$ cat config.mk
export PLATFORM = sky130hd
export DESIGN_NAME = uart_rx
export DESIGN_NICKNAME = d
export VERILOG_FILES = /design/src/rtl/uart_rx_pkg.sv /design/src/rtl/uart_rx_sync_2ff.sv /design/src/rtl/uart_rx.sv
export SDC_FILE = /design/constraint.sdc
export NUM_CORES = 1
export LEC_CHECK = 0
export BUFFER_PORTS_ARGS = -buffer_cell sky130_fd_sc_hd__buf_4
export CAP_MARGIN = 25
export CORE_MARGIN = 10
export CORE_UTILIZATION = 35
export CTS_BUF_LIST = sky130_fd_sc_hd__clkbuf_16
export DETAILED_ROUTE_END_ITERATION = 10
export PLACE_DENSITY_LB_ADDON = 0.12
export SYNTH_ARGS = -nofsm -noshare
export SYNTH_HDL_FRONTEND = slang
export SYNTH_SLANG_ARGS = --single-unit
$ cat constraint.sdc
create_clock -name clk_in -period 2.5 [get_ports clk_in]
set_input_delay 0.75 -clock clk_in [delete_from_list [all_inputs] [get_ports clk_in]]
set_output_delay 0.75 -clock clk_in [all_outputs]
set_load 0.1 [all_outputs]
$ cat src/rtl/uart_rx_pkg.sv
// uart_rx_pkg: shared receiver state encoding and bit-timing helper
package uart_rx_pkg;
  typedef enum logic [2:0] {IDLE, START, DATA, STOP, WAIT_HIGH} state_e;
  function automatic int clks_per_bit(input int clk_freq, input int baud);
    return clk_freq / baud;
  endfunction
endpackage

$ cat src/rtl/uart_rx_sync_2ff.sv
// uart_rx_sync_2ff: generic two-flop synchroniser with parameterised reset value
module uart_rx_sync_2ff #(
  parameter logic RST_VAL = 1'b1
) (
  input  logic clk_i,
  input  logic rst_i,
  input  logic d_i,
  output logic q_o
);
  logic meta_q;
  logic sync_q;
  // two back-to-back flops to settle the asynchronous input
  always_ff @(posedge clk_i or posedge rst_i)
    if (rst_i) begin
      meta_q <= RST_VAL;
      sync_q <= RST_VAL;
    end else begin
      meta_q <= d_i;
      sync_q <= meta_q;
    end
  assign q_o = sync_q;
endmodule

$ cat src/rtl/uart_rx.sv
// uart_rx: 8N1 UART receiver with one-cycle data and framing-error strobes
import uart_rx_pkg::*;
module uart_rx #(
  parameter int CLK_FREQ = 12_000_000,
  parameter int BAUD     = 115_200
) (
  input  logic       clk_in,
  input  logic       reset,
  input  logic       rx_in,
  output logic [7:0] data_out,
  output logic       data_rdy,
  output logic       frame_err,
  output logic       busy
);
  localparam int CLKS_PER_BIT = clks_per_bit(CLK_FREQ, BAUD);
  localparam int CNT_W = $clog2(CLKS_PER_BIT);
  localparam logic [CNT_W-1:0] MID  = CNT_W'(CLKS_PER_BIT / 2 - 1);
  localparam logic [CNT_W-1:0] FULL = CNT_W'(CLKS_PER_BIT - 1);
  if (CLKS_PER_BIT < 4) begin : g_cpb_check
    $error("uart_rx: CLKS_PER_BIT must be at least 4");
  end
  state_e           state_q, state_d;
  logic [CNT_W-1:0] timer_q, timer_d;
  logic [2:0]       idx_q, idx_d;
  logic [7:0]       shift_q, shift_d;
  logic [7:0]       data_q, data_d;
  logic             rdy_q, rdy_d;
  logic             ferr_q, ferr_d;
  logic             rx_s;
  logic             mid, full;
  uart_rx_sync_2ff #(.RST_VAL(1'b1)) u_sync (
    .clk_i(clk_in),
    .rst_i(reset),
    .d_i  (rx_in),
    .q_o  (rx_s)
  );
  assign mid  = timer_q == MID;
  assign full = timer_q == FULL;
  // state, timing and output registers
  always_ff @(posedge clk_in or posedge reset)
    if (reset) begin
      state_q <= IDLE;
      timer_q <= '0;
      idx_q   <= '0;
      shift_q <= '0;
      data_q  <= '0;
      rdy_q   <= 1'b0;
      ferr_q  <= 1'b0;
    end else begin
      state_q <= state_d;
      timer_q <= timer_d;
      idx_q   <= idx_d;
      shift_q <= shift_d;
      data_q  <= data_d;
      rdy_q   <= rdy_d;
      ferr_q  <= ferr_d;
    end
  // next state: timer is cleared on every transition and sample point so it never wraps
  always_comb begin
    state_d = state_q;
    timer_d = timer_q + 1'b1;
    idx_d   = idx_q;
    shift_d = shift_q;
    case (state_q)
      IDLE: begin
        timer_d = '0;
        if (!rx_s) state_d = START;
      end
      START: if (mid) begin
        timer_d = '0;
        idx_d   = '0;
        state_d = rx_s ? IDLE : DATA;
      end
      DATA: if (full) begin
        timer_d = '0;
        shift_d = {rx_s, shift_q[7:1]};
        idx_d   = idx_q + 3'd1;
        if (idx_q == 3'd7) state_d = STOP;
      end
      STOP: if (full) begin
        timer_d = '0;
        state_d = rx_s ? IDLE : WAIT_HIGH;
      end
      WAIT_HIGH: begin
        timer_d = '0;
        if (rx_s) state_d = IDLE;
      end
      default: state_d = IDLE;
    endcase
  end
  // outputs: stop-bit sample decides between a good byte and a framing error
  always_comb begin
    rdy_d  = state_q == STOP && full && rx_s;
    ferr_d = state_q == STOP && full && !rx_s;
    data_d = rdy_d ? shift_q : data_q;
  end
  assign data_out  = data_q;
  assign data_rdy  = rdy_q;
  assign frame_err = ferr_q;
  assign busy      = state_q != IDLE;
endmodule

==> flow_summary.ini <==
[die]
num_rows = 23
chipWidth_microns = 85.4
die-area_sq_mm = 0.00730
num_io_pins = 14
start_util_pct = 36.9
fp.coreArea_sq_mm = 0.00406
die_y_microns = 85.4

[route]
vias = 906
drt-total-wl_microns = 2570
drtIter0Drc = 77
ant_nets = 0
first_pass_iters = 4
drc = 0
vias_per_cell = 5.03
wl_per_cell_microns = 14.3

[clocking]
clk_latency_ns = 0.27
cts.hold.buffers_added = 0
clk_pin_slew_ns = 0.05
cts_htree_levels = 2
cts_buffer_depth = 2
cts_sinks = 33
cts_tree = yes
cts_setup_buffers = 0
cts_resized = 0
cts_buffers = 5
root_buffer = clkbuf_16

[logic_synthesis]
ys_seq_area_share_pct = 55.3
synth-edff-count = 0
synth_flop_cell = dfrtp_1
synthTopCellsByArea = dfrtp_1 52%, mux2_4 8.0%, mux2_2 6.0%, dfstp_2 3.5%, ha_1 3.3%
synth_cell_types = 34
ys_warn_count = 0
synthesis.nets = 119
synthCells = 112
synth.avg_cell_area_sq_um = 13.4
async_flop_share_pct = 100
synth_top_area_share_pct = 51.8
ys_ff_latch = 33
yosysTopAreaCell = dfrtp_1
syn_area_sq_mm = 0.00150

[worst_setup_path]
max_stage_delay_ns = 0.48
cpMaxStageDelayCell = dfrtp_1
cp.buffers_inverters = 1
cp.required_ns = 1.75
cp_max_fo = 10
cp-end-kind = output port
crit_type = reg -> out
arrival_ns = 1.41
crit_chain = or3_1 > buf_4
start_kind = flip-flop
cp_top_family = flip-flops

[final_layout]
final_nets = 136
area_growth_syn_to_layout_pct = 22.1
layout_commonest_cell = dfrtp_1
final_cell_mix = 31 x dfrtp_1, 15 x buf_4, 8 x mux2_2, 8 x mux2_4, 7 x nor3_1
multi_input_comb_area_sq_um = 632
regArea_sq_um = 828
diodes = 0
fin_util_pct = 45.1
fill_cells = 357
drive_above_1_share_pct = 35.4

[sta]
rsz0062_at_grt = no
fin_worst_skew_ns = 0.00331
worst_slew_pin_slew_ns = 0.596
slew_violations = 0
fmax_mhz = 464
timing.final.crit_share_pct = 86.2
setup_violations = 0
period_needed_ns = 2.16
hold_violations = 0
slew_headroom_pct = 60.3
fin_setup_tns_ns = 0

[job]
maxCapViolations = 0

[worst_hold_path]
min_path_type = reg -> reg

[place]
portBuffers = 13
routabilityCongestion = 0.729
dp_hpwl_microns = 1790

[power_and_ir_drop]
power_density_mw_per_mm2 = 733
p_leak_nw = 0.921
ir_worst_vdd_mv = 0.369

[global_route]
grt_start_max_net_pins = 34
grt_usage_pct = 7.34
grt_pass1_wl_microns = 4410
grt_antenna_before_repair = 0
grt_pass1_vias = 923
overflow = 0

[run_status]
status = finished clean
-- sequential cells by signal, summed over array words and instances (netlist names) --
signal         cells
u_sync.meta_q      1
data_rdy           1
u_sync.q_o         1
timer_q            7
state_q            3
data_out           8
idx_q              3
frame_err          1
shift_q            8
-- power breakdown --
group | internal (mW) | switching, mW
Clock | 0.569 | 0.219
Sequential | 0.538 | 0.00213
Combinational | 0.00386 | 0.0108
-- per-stage QoR --
stage	cell area, sq um	hold slack (ns)	total power [mW]	setup slack (ns)	instances
global route	1830	0.359	1.39	0.279	180
global placement	1640	0.347	0.564	0.542	172
floorplan	1500	0.345	0.557	0.183	112
finish	1830	0.355	1.34	0.345	180
detailed placement	1640	0.348	0.565	0.512	172
CTS	1830	0.355	1.36	0.333	180
-- layout make-up --
type                            instances  area share, %
Clock buffer                            5           6.84
Clock inverter                          3           3.56
Multi-Input combinational cell         73           34.5
Tap cell                               50           3.42
Inverter                                1          0.205
Sequential cell                        33           45.3
Timing Repair Buffer                   15           6.16
-- cells by family after synthesis --
logic type,share of synthesized area [%]
and+or+nand+nor,17.0
adders and majority gates,3.34
buffers and inverters,2.51
DFF,55.3
AOI/OAI and AO/OA,4.85
xor gates and xnor gates,2.92
muxes,14.0
-- layer usage --
| metal | vias up | routed length [microns] | share of wire [%] | GRT usage [%] |
|---|---|---|---|---|
| li1 | 438 | - | - | - |
| met1 | 452 | 1250 | 49 | 9.08 |
| met2 | 12 | 1140 | 44 | 10.6 |
| met3 | 4 | 135 | 5.3 | 3.25 |
| met4 | 0 | 44 | 1.7 | 3.59 |
| met5 | - | 0 | 0 | 0 |
-- final timing paths --
kind / cells after the start / startpoint / end / slack (ns)
worst max-delay path: 2 / state_q[2] / busy / 0.34
max in group asynchronous: 3 / reset / u_sync.q_o / 1.61
worst max register to register: 4 / timer_q[4] / shift_q[7] / 0.49
min in group asynchronous: 3 / reset / data_out[6] / 0.57
worst min register to register: 0 / u_sync.meta_q / u_sync.q_o / 0.35
worst min-delay path: 0 / u_sync.meta_q / u_sync.q_o / 0.35
-- Yosys cell counts, drive strengths merged (2+ instances only) --
library cell	number
ha	4
mux2	16
nor3b	4
nor2	6
dfstp	2
a211o	3
clkbuf	3
and3	2
xor2	2
xnor2	3
nor3	7
buf	2
dfrtp	31
nand2	5
and3b	3
nand3	2
Power figures use the tool's default switching activity.
